**config.mk**
```make
export PLATFORM = sky130hd
export DESIGN_NAME = iter_divider
export DESIGN_NICKNAME = d
export VERILOG_FILES = /design/src/rtl/iter_divider.sv
export SDC_FILE = /design/constraint.sdc
export NUM_CORES = 1
export LEC_CHECK = 0
export CAP_MARGIN = 10
export CORE_MARGIN = 10
export CORE_UTILIZATION = 35
export CTS_BUF_LIST = sky130_fd_sc_hd__clkbuf_8
export CTS_CLUSTER_DIAMETER = 100
export DETAILED_ROUTE_END_ITERATION = 10
export GPL_TIMING_DRIVEN = 0
export PLACE_DENSITY_LB_ADDON = 0.3
export SKIP_LAST_GASP = 1
export SLEW_MARGIN = 20
export SYNTH_ARGS = -nofsm -noshare
export SYNTH_HDL_FRONTEND = slang
export SYNTH_SLANG_ARGS = --single-unit
```
**constraint.sdc**
```tcl
create_clock -name clk -period 2.6 [get_ports clk]
set_input_delay 0.26 -clock clk [delete_from_list [all_inputs] [get_ports clk]]
set_output_delay 0.26 -clock clk [all_outputs]
set_load 0.005 [all_outputs]
```
**src/rtl/iter_divider.sv**
```systemverilog
// iter_divider: radix-2 restoring divider for MIPS DIV/DIVU with busy/done handshake.
module iter_divider #(
  parameter int WIDTH = 32,
  parameter int CNT_W = 6
) (
  input  logic             clk,
  input  logic             rst,
  input  logic             div_start,
  input  logic             div_signed,
  input  logic [WIDTH-1:0] dividend,
  input  logic [WIDTH-1:0] divisor,
  input  logic             div_cancel,
  output logic             DIV_Busy,
  output logic             div_done,
  output logic [WIDTH-1:0] quotient,
  output logic [WIDTH-1:0] remainder
);
  typedef enum logic [1:0] {IDLE, CALC, FIX, DONE} state_t;
  state_t           state;
  logic [CNT_W-1:0] cnt;
  logic [WIDTH-1:0] rem, q, dvs;
  logic             q_neg, r_neg, dz;
  logic [WIDTH:0]   shifted, diff;
  logic             ok;
  always_comb begin
    shifted = {rem, q[WIDTH-1]};
    diff    = shifted - {1'b0, dvs};
    ok      = !diff[WIDTH];
  end
  // On divide-by-zero the raw dividend is latched so the restoring loop returns it untouched.
  always_ff @(posedge clk or negedge rst) begin
    if (!rst) begin
      state     <= IDLE;
      cnt       <= '0;
      rem       <= '0;
      q         <= '0;
      dvs       <= '0;
      q_neg     <= 1'b0;
      r_neg     <= 1'b0;
      dz        <= 1'b0;
      DIV_Busy  <= 1'b0;
      div_done  <= 1'b0;
      quotient  <= '0;
      remainder <= '0;
    end else if (div_cancel) begin
      state    <= IDLE;
      DIV_Busy <= 1'b0;
      div_done <= 1'b0;
    end else begin
      case (state)
        IDLE: begin
          div_done <= 1'b0;
          if (div_start) begin
            state    <= CALC;
            DIV_Busy <= 1'b1;
            cnt      <= '0;
            rem      <= '0;
            dz       <= divisor == '0;
            dvs      <= (div_signed && divisor[WIDTH-1]) ? -divisor : divisor;
            q        <= (divisor != '0 && div_signed && dividend[WIDTH-1]) ? -dividend : dividend;
            q_neg    <= div_signed && (dividend[WIDTH-1] ^ divisor[WIDTH-1]);
            r_neg    <= div_signed && dividend[WIDTH-1];
          end
        end
        CALC: begin
          rem   <= ok ? diff[WIDTH-1:0] : shifted[WIDTH-1:0];
          q     <= {q[WIDTH-2:0], ok};
          cnt   <= cnt + 1'b1;
          state <= (cnt == CNT_W'(WIDTH - 1)) ? FIX : CALC;
        end
        FIX: begin
          quotient  <= (q_neg && !dz) ? -q : q;
          remainder <= (r_neg && !dz) ? -rem : rem;
          DIV_Busy  <= 1'b0;
          div_done  <= 1'b1;
          state     <= DONE;
        end
        default: begin
          div_done <= 1'b0;
          state    <= IDLE;
        end
      endcase
    end
  end
endmodule

```
==> impl_metrics.toml <==
[clocking]
cts_root_buffer = "clkbuf_8"
path_clk_slew_ns = 0.10
cts_max_path_buffers = 2
cts.sinks = 173
clk_latency_ns = 0.49
cts-htree-levels = 4
cts_tree = "built"
cts_inserted_buffers = 17

[yosys]
syn-num-nets = 1475
yosys_warnings = 0
ys_seq_area_share_pct = 37.6
yosys.area.top_type = "dfrtp_1"
synth_seq_cells = 173
synth.avg_cell_area_um2 = 8.41
async_flop_share_pct = 100
synth_top_area_share_pct = 37.6
synth_cell_types = 69
synth-edff-count = 0
synthCells = 1368
ys.flop_type = "dfrtp_1"
netlist_area_mm2 = 0.0115
ys_top_cells_by_area = "dfrtp_1, nand2_1, a21oi_1"

[worst_hold_path]
holdCritStartpoint = "divisor[10]"
holdPathEnd = "dvs[10]"
worstHoldPathType = "input pin to flop"
whs_path_depth = 3

[worst_setup_path]
critPathLaunchType = "flop"
arrival_ns = 3.35
crit_path_max_fanout = 7
cp-end-kind = "flop"
ff2ff_path_depth = 15
required_ns = 2.95
worstSetupPathType = "flop to flop"
reg2reg_slack_ns = -0.40
r2r_end = "q[0]"
reg2reg_from = "dvs[0]"

[floorplanning]
rows = 66
design.core.area_mm2 = 0.0325
initial_core_util_pct = 35.4
dieWidth_um = 201
chipHeight_um = 201
io_pins = 135
die_area_mm2 = 0.0405

[pwr]
power_leakage_nw = 6.13
total_power_w = 0.0134
power_switching_w = 0.00580
peakVddDrop_uv = 357
pwr-share-clk_pct = 14.1
power_density_mw_per_mm2 = 904
pwr-share-seq_pct = 28.4
p_int_w = 0.00758
comb_power_share_pct = 57.5
switching_share_pct = 43.4

[timing]
min_period_over_period_pct = 115
final-setup-viol-count = 36
period_minus_slack_ns = 3.00
skew_ns = 0.0180
maxSlewHeadroom_pct = 39.8
worst_pin_slew_ns = 0.903
drv_slew = 0
hold_viol = 0
rsz0062_at_grt = "yes"
setup_slack_ns = -0.399
setup_tns_ns = -10.15
max_freq_mhz = 333

[global_routing]
track_usage_pct = 18.2
antenna_found_initial = 0
grt_pass1_vias = 10600
overflow = 0
grt_pass1_wl_mm = 59.3
grt_max_degree = 95

[placed_design]
io_buffers = 134
dp_hpwl_mm = 28.2
gp_congestion = 0.900
dp_cells = 1945
placement.cell_area_mm2 = 0.0135

[cells_and_area]
fillers = 3169
instances_no_fill = 2026
layout-drive-gt1-share_pct = 12.6
fin_area_mm2 = 0.0148
antenna_cells = 0
synthToLayoutAreaGrowth_pct = 28.7
fin_nets = 1679

[drt]
drt_first_pass_iters = 5
postRouteAntennaNets = 0
via_count = 10700
drtIter0Drc = 700
detail_route.vias_per_cell = 5.30
drc = 0
wire_per_inst_um = 18.7
wl_mm = 37.9

[run_status]
violations = "setup timing"
status = "complete, but fails checks"

[job]
drv_cap = 0
placed cells by master, fill, tap and decap left out, types with 57 or more instances in the layout:
cell type        Yosys  routed
clkdlybuf4s50_1      0     130
inv_1               62      58
o21ai_0            112      86
xnor2_1             71      70
nand2_1            179     176
xor2_1              73      72
nor2_1             143     142
a21oi_1            134     133
clkbuf_1            63      57
dfrtp_1            173     161
through the flow:
stage | setup WS [ns] | hold WS [ns] | util [%]
2_1_floorplan | -0.0761 | -0.0356 | -
3_3_place_gp | -6.80 | 0.461 | 41.4
3_5_place_dp | -0.925 | 0.305 | 41.5
4_1_cts | -0.328 | 0.269 | 45.0
5_1_grt | -0.533 | 0.144 | 45.6
6_report | -0.399 | 0.146 | 45.6
worst max-delay path: stages (launching register included):
cell and delay, ns:
dfrtp_1 0.43, ha_4 0.18, fa_2 0.35, nor2b_2 0.14, o31a_1 0.21, o211ai_1 0.10, buf_4 0.17, o21ai_4 0.18
o21ai_4 0.10, nor3b_2 0.21, a211oi_2 0.06, buf_6 0.16, buf_12 0.13, clkbuf_16 0.16, a211oi_4 0.23, a21oi_1 0.06
cells by family (layout without fill, tap and decap cells):
| group | Yosys count | in the layout | share of synthesized area, % |
|---|---|---|---|
| AOI/OAI and AO/OA | 390 | 390 | 21.3 |
| muxes | 26 | 26 | 2.28 |
| DFF | 173 | 173 | 37.6 |
| xor gates and xnor gates | 144 | 144 | 11.0 |
| buffers and inverters | 136 | 352 | 4.80 |
| adders and majority gates | 38 | 38 | 4.20 |
| and+or+nand+nor | 461 | 461 | 18.8 |
final cells by class:
cell class	instances	area (µm²)	area share, %
plain buffers	70	332	2.24
clock buffers	17	234	1.58
clock inverters	14	136	0.922
inverters	62	233	1.57
multi-input cells	1059	7080	47.8
flip-flops and latches	173	4340	29.4
well taps	442	553	3.74
repair buffers	189	1890	12.8
synth_stat cells, types with 5 or more instances:
cell,count
o221ai_1,29
nand2b_1,15
inv_1,62
or4_1,6
nor3_1,19
a31oi_1,15
a2bb2oi_1,9
o41ai_1,8
nor4_1,11
a211oi_1,5
nand3_1,21
nand4_1,8
nor2b_1,8
xnor2_1,71
and3_1,7
ha_1,37
a21oi_1,134
nor2_1,143
a21o_1,15
and2_1,5
clkbuf_1,63
dfrtp_1,173
mux2i_1,24
o21ai_1,5
nand2_1,179
xor2_1,73
o21bai_1,11
o31ai_2,10
o21ai_0,112
o31ai_1,8
or3_1,11
power by group through the flow:
stage	clock, W	combinational, W	sequential [W]
2_1_floorplan	0	0.00435	0.00366
3_3_place_gp	0	0.00591	0.00381
3_5_place_dp	0	0.00596	0.00383
4_1_cts	0.00192	0.00739	0.00377
5_1_grt	0.00202	0.00840	0.00386
6_report	0.00189	0.00769	0.00380
sequential cells by signal, summed over array words and instances (netlist names), 2 cells and up:
| name | flops |
|---|---|
| state | 2 |
| q | 32 |
| dvs | 32 |
| quotient | 32 |
| cnt | 6 |
| remainder | 32 |
| rem | 32 |
how the worst max path moves through the flow:
stage | cells after the start | slack, ns | endpoint | start
floorplan | 12 | -0.08 | rem[22] | rem[6]
global placement | 1 | -6.80 | rem[6] | rst
detailed placement | 10 | -0.92 | dvs[27] | divisor[2]
CTS | 16 | -0.33 | rem[19] | q[31]
global route | 15 | -0.53 | q[0] | dvs[0]
finish | 15 | -0.40 | q[0] | dvs[0]
per-layer routing:
metal  wire [µm]  global-route usage, %  part of all wire, %
met5           0                      0                    0
met4         529                   4.94                  1.4
met3        2000                   3.20                  5.3
met2       18000                   29.5                   47
met1       17400                   24.6                   46
what timing repair did:
item / in CTS / in global routing
pin swaps: 41 / 21
hold endpoints to repair: 79 / 0
hold buffers: 1 / 0
cloned: 1 / 1
setup endpoints to repair: 79 / 76
gates resized for setup: 86 / 29
setup buffers: 43 / 11
Note: power is estimated with default switching activity, not from simulation.
